File: src/rtl/sr_flag_bank_pkg.sv
// Shared constants and types for the set/reset flag bank; the register map
// decodes clr bit positions against the same definitions.
package sr_flag_bank_pkg;

  localparam bit          SR_SET_DOM        = 1'b1;
  localparam bit          SR_RST_DOM        = 1'b0;
  localparam int unsigned SR_OVF_W_DEFAULT  = 4;

  // {set_e, rst_e} packed so the cell can decode the request pair in one case
  typedef enum logic [1:0] {
    EvNone = 2'b00,
    EvRst  = 2'b01,
    EvSet  = 2'b10,
    EvBoth = 2'b11
  } sr_event_e;

  function automatic sr_event_e sr_event(input logic set_e, input logic rst_e);
    return sr_event_e'({set_e, rst_e});
  endfunction

endpackage

File: src/rtl/sr_flag_cell.sv
// One status-flag channel: flag, sticky overrun and the set history used for
// rising-edge detection.
module sr_flag_cell
  import sr_flag_bank_pkg::*;
#(
  parameter bit SET_DOM   = SR_SET_DOM,
  parameter bit EDGE_SET  = 1'b0,
  parameter bit RESET_VAL = 1'b1
) (
  input  logic clk,
  input  logic reset,
  input  logic i_set,
  input  logic i_rst,
  input  logic i_clr,
  output logic o_q,
  output logic o_ovf,
  output logic o_next_q,
  output logic o_new_ovf
);

  logic      r_q;
  logic      r_ovf;
  logic      r_set_d;
  logic      w_set_e;
  logic      w_rst_e;
  logic      w_next_q;
  logic      w_new_ovf;
  logic      w_next_ovf;
  sr_event_e w_ev;

  always_comb begin
    w_set_e  = EDGE_SET ? (i_set & ~r_set_d) : i_set;
    w_rst_e  = i_rst | i_clr;
    w_ev     = sr_event(w_set_e, w_rst_e);
    w_next_q = r_q;
    unique case (w_ev)
      EvBoth:  w_next_q = SET_DOM;
      EvSet:   w_next_q = 1'b1;
      EvRst:   w_next_q = 1'b0;
      default: w_next_q = r_q;
    endcase
    // A set landing on an already-set flag that survives the cycle is lost data
    w_new_ovf  = w_set_e & r_q & w_next_q;
    w_next_ovf = w_new_ovf | (r_ovf & ~i_clr);
  end

  always_ff @(posedge clk or posedge reset) begin
    if (reset) begin
      r_q     <= RESET_VAL;
      r_ovf   <= 1'b0;
      r_set_d <= 1'b0;
    end else begin
      r_q     <= w_next_q;
      r_ovf   <= w_next_ovf;
      r_set_d <= i_set;
    end
  end

  assign o_q       = r_q;
  assign o_ovf     = r_ovf;
  assign o_next_q  = w_next_q;
  assign o_new_ovf = w_new_ovf;

endmodule

File: src/rtl/sr_flag_bank.sv
// Bank of independent set/reset status flags with overrun tracking, a shared
// saturating overrun counter and a registered, masked interrupt request.
module sr_flag_bank
  import sr_flag_bank_pkg::*;
#(
  parameter int unsigned     N_CH      = 8,
  parameter logic [N_CH-1:0] RESET_VAL = {N_CH{1'b1}},
  parameter logic [N_CH-1:0] SET_DOM   = {N_CH{1'b1}},
  parameter logic [N_CH-1:0] EDGE_SET  = {N_CH{1'b0}},
  parameter int unsigned     OVF_W     = SR_OVF_W_DEFAULT
) (
  input  logic             clk,
  input  logic             reset,
  input  logic [N_CH-1:0]  set,
  input  logic [N_CH-1:0]  rst,
  input  logic [N_CH-1:0]  clr,
  input  logic [N_CH-1:0]  int_en,
  output logic [N_CH-1:0]  q,
  output logic [N_CH-1:0]  ovf,
  output logic [OVF_W-1:0] ovf_cnt,
  output logic             irq
);

  logic [N_CH-1:0]  w_next_q;
  logic [N_CH-1:0]  w_new_ovf;
  logic [OVF_W-1:0] r_ovf_cnt;
  logic [OVF_W-1:0] w_ovf_cnt_next;
  logic             r_irq;

  for (genvar g = 0; g < N_CH; g++) begin : g_ch
    sr_flag_cell #(
      .SET_DOM   (SET_DOM[g]),
      .EDGE_SET  (EDGE_SET[g]),
      .RESET_VAL (RESET_VAL[g])
    ) u_cell (
      .clk       (clk),
      .reset     (reset),
      .i_set     (set[g]),
      .i_rst     (rst[g]),
      .i_clr     (clr[g]),
      .o_q       (q[g]),
      .o_ovf     (ovf[g]),
      .o_next_q  (w_next_q[g]),
      .o_new_ovf (w_new_ovf[g])
    );
  end

  always_comb begin
    w_ovf_cnt_next = r_ovf_cnt;
    if (|w_new_ovf && !(&r_ovf_cnt)) begin
      w_ovf_cnt_next = r_ovf_cnt + {{(OVF_W-1){1'b0}}, 1'b1};
    end
  end

  // irq tracks next_q so it rises on the same edge as the flag itself
  always_ff @(posedge clk or posedge reset) begin
    if (reset) begin
      r_ovf_cnt <= '0;
      r_irq     <= 1'b0;
    end else begin
      r_ovf_cnt <= w_ovf_cnt_next;
      r_irq     <= |(w_next_q & int_en);
    end
  end

  assign ovf_cnt = r_ovf_cnt;
  assign irq     = r_irq;

endmodule
File: config.mk
export PLATFORM = sky130hd
export DESIGN_NAME = sr_flag_bank
export DESIGN_NICKNAME = d
export VERILOG_FILES = /design/src/rtl/sr_flag_bank_pkg.sv /design/src/rtl/sr_flag_cell.sv /design/src/rtl/sr_flag_bank.sv
export SDC_FILE = /design/constraint.sdc
export NUM_CORES = 1
export LEC_CHECK = 0
export ABC_AREA = 1
export BUFFER_PORTS_ARGS = -buffer_cell sky130_fd_sc_hd__buf_2
export CAP_MARGIN = 20
export CORE_ASPECT_RATIO = 1.2
export CORE_MARGIN = 2
export CORE_UTILIZATION = 48
export DETAILED_ROUTE_END_ITERATION = 10
export PLACE_DENSITY = 0.9
export SLEW_MARGIN = 5
export SYNTH_ARGS = -nofsm -noshare
export SYNTH_HDL_FRONTEND = slang
export SYNTH_SLANG_ARGS = --single-unit
File: constraint.sdc
create_clock -name clk -period 1.9 [get_ports clk]
set_input_delay 0.57 -clock clk [delete_from_list [all_inputs] [get_ports clk]]
set_output_delay 0.57 -clock clk [all_outputs]
set_load 0.005 [all_outputs]
; ---- Yosys cells after proc, flatten, opt, wreduce, memory -nomap -nowiden
; Cells that the tools add are included.
[op_classes]
add_sub_neg = 1
eq_ne = 24
mux = 8
bitwise = 49
reduce_logical = 13
[ops]
columns = op, n
row1 = $eq 2x2->1 const B, 16
row2 = $and 1x1->1, 24
row3 = $eq 2x1->1 const B, 8
row4 = $or 1x1->1, 16
row5 = $pmux 1 s2, 8
row6 = $reduce_or 2->1, 8
row7 = $reduce_or 8->1, 2
row8 = $and 8x8->8, 1
row9 = $not 1->1, 8
row10 = $add 4x1->4 const B, 1
row11 = $reduce_and 4->1, 1
row12 = $logic_and 1x1->1, 1
row13 = $logic_not 1->1, 1
[totals]
regBits = 21
inputBits = 34
output_inout_bits = 21
word_cells = 113

; ---- Depth between registers and ports, before layout
[logic_depth]
ltp_word = 7
mapped_depth = 7
depth_no_buf = 7

; ---- Modules after synthesis
; A second synthesis with hierarchy kept.
[hier_totals]
cells_unflattened = 152
hier_area_um2 = 1081.0
[modules_own_cells]
columns = mod, instances, cells_each, area_per_inst_um2, seq_area_each_um2
row1 = sr_flag_cell, 8, 12, 90.1, 51.3
row2 = sr_flag_bank, 1, 56, 360.3, 125.1

; ---- Least setup slack after synthesis
; OpenSTA, ideal clock, no wires.
[synth_timing]
path_kind = flip-flop to output port
startpoint = register g_ch[0].u_cell.r_q
endpoint = output port q[0]
t_arrival_ps = 611
required_ps = 1330
setup_slack_ps = 719
stages_incl_launch_ff = 2
cell_sequence = dfstp_2 -> buf_4
[synth_lines]
columns = item, line
row1 = from (decl), sr_flag_cell.sv:21  ; logic r_q;
row2 = from (signal assigned), sr_flag_cell.sv:53  ; r_q <= w_next_q;
row3 = to (decl), sr_flag_bank.sv:18  ; output logic [N_CH-1:0] q,
; No word-level cell between the ends.

; ---- Worst setup path in the final report
[layout_timing]
startpoint = register g_ch[0].u_cell.r_q
endpoint = output port q[0]
; No word-level cell between the ends.

==> reports/results.ini <==
[outcome]
status=complete, no violations

[job]
drv_cap=0

[setup_path]
cp-start-kind=flip-flop
crit_fanout=3
rr_startpoint=ovf_cnt[0]$_DFFE_PP0P_
endpoint_kind=output port
cp.arrival_ns=0.98
worstReg2RegEnd=ovf_cnt[1]$_DFFE_PP0P_
path_buf_inv=1
crit_type=reg2out
required_ns=1.33
max_stage_delay_ns=0.57
critPathTopFamily=flip-flops
worst_path_max_delay_cell=dfstp_2
r2r_slack_ns=0.70
cp_cell_sequence=buf_2
reg2reg_depth=5

[clocking]
path_clk_slew_ns=0.12
htreeDepth=1
cts_inserted_buffers=3
root_buffer=clkbuf_4
cts_sinks=21
cts_tree=yes
ctsLongestPathBuffers=2
cts_setup_buffers=0
cts_resized=0
cts_hold_buffers=0
worstSkewPairLatency_ns=0.30

[global_routing]
grt_pass1_wl_um=3620
antenna_found_initial=0
grt_usage=0.187
grt_pass1_vias=944
globalRouteOverflowTotal=0
grt_max_degree=22

[synth]
yosys_warnings=0
yosys-top-cells-area=dfrtp_1, dfstp_2, nand2_1
synthArstFlopShare=1.00
syn_area_um2=1080
synth_nets=170
synth_top_area_cell=dfrtp_1
ys_ff_latch=21
synthCells=135
synth.yosys.seq_area_share=0.498
ys_types=14
synth_most_common_cell=nand2_1
syn_avg_cell_area_um2=7.97
synthTopCellsByCount=nand2_1, inv_1, buf_4
synth_ff_type=dfrtp_1
synth_top_area_share=0.302
synth_edf_count=0

[sta]
slew-limit-headroom=0.829
clock_skew_ns=0.00732
hold_violations=0
timing.final.crit_share=0.815
setup_viol=0
max_freq_ghz=0.646
whs_ns=0.267
rsz0062_at_grt=no
tns_ns=0
worst_pin_slew_ns=0.256
drv_slew=0
postLayoutSetupSlackWorst_ns=0.352
finalCriticalPeriod_ns=1.55

[detailed_routing]
vias=930
wl_per_cell_um=10.5
first_pass_iters=4
vias_per_cell=4.47
drt_iter0_markers=23
post-route-drc-count=0
routed_wl_um=2180
detail-route-antenna-nets=0

[floorplan]
core_area_um2=2090
die_h_um=55.9
io_pins=55
die-area_um2=2640
floorplan.initialDensity=0.514
die_w_um=47.2
rows=18

[finish]
fin_nets=214
drive_above_1_share=0.399
antennaDiodeCount=0
final_area_um2=1300
fin_util=0.620
layout.cells.non_filler=208
synthToLayoutAreaGrowth_pct=20.7

[min_path]
hold_class=in2async

[power_and_ir_drop]
ir_worst_vdd_uv=535
power_leakage_nw=0.772
power_mw=1.17
powerDensity_nw_per_um2=899

[placed_design]
dp.cells=204
gp_congestion=0.773
pre_cts_ws_ns=0.576
dpl.hpwl_um=1860
numPortBuffers=54
place_area_um2=1270

metal layers:
| layer | up-vias | GRT usage | share of wire |
|---|---|---|---|
| li1 | 474 | - | - |
| met1 | 415 | 0.192 | 0.38 |
| met2 | 39 | 0.340 | 0.55 |
| met3 | 2 | 0.0455 | 0.062 |
| met4 | 0 | 0.0675 | 0.0087 |
| met5 | - | 0 | 0 |
layout make-up:
type                       instances  area (µm²)
clock buffer                       3        22.5
clock inverter                     1        5.00
fill                             193         796
inverter                          19        71.3
multi-input combinational         79         349
sequential                        21         536
tap                               30        37.5
timing repair buffer              55         278
state kept, by name (all words and copies together) (netlist names):
signal             flops
g_ch.u_cell.o_ovf      8
g_ch.u_cell.o_q        8
irq                    1
ovf_cnt                4
logic make-up after synthesis:
logic type,count (synthesis),synth area share
xor gates and xnor gates,2,0.0163
adders and majority gates,1,0.0116
AOI/OAI and AO/OA,7,0.0326
buffers and inverters,35,0.178
DFF,21,0.498
and+or+nand+nor,69,0.264
worst min-delay path: stages:
cell and delay (ns):
buf_2 0.09, inv_1 0.04, buf_4 0.26
placed cells by master (no fill, tap or decap):
master    Yosys  final
nand3_1       6      6
dfstp_2       8      8
nand3b_1      2      2
clkinv_2      0      1
inv_1        19     19
ha_1          1      1
nor2_2        2      2
o21ai_0       7      7
nand2_2       2      2
clkbuf_4      0      3
xor2_1        1      1
nand2_1      49     49
buf_2         0     54
buf_4        16      1
dfrtp_1      13     13
xnor2_1       1      1
nor2_1        8      8
worst max-delay path by stage:
stage | from | to | slack, ns | cells after the start
floorplan | g_ch[0].u_cell.o_q$_DFF_PP1_ | q[0] | 0.72 | 1
global placement | set[2] | ovf_cnt[0]$_DFFE_PP0P_ | 0.61 | 7
detailed placement | set[4] | ovf_cnt[1]$_DFFE_PP0P_ | 0.58 | 8
CTS | g_ch[2].u_cell.o_q$_DFF_PP1_ | q[2] | 0.35 | 1
global route | g_ch[0].u_cell.o_q$_DFF_PP1_ | q[0] | 0.31 | 1
finish | g_ch[0].u_cell.o_q$_DFF_PP1_ | q[0] | 0.35 | 1
power by group:
part | switching (mW) | total (mW) | internal (mW)
registers | 0.0760 | 0.608 | 0.532
clock network | 0.132 | 0.211 | 0.0782
logic | 0.177 | 0.350 | 0.173
total | 0.385 | 1.17 | 0.783
No activity file was read; power rests on OpenSTA's default activity.
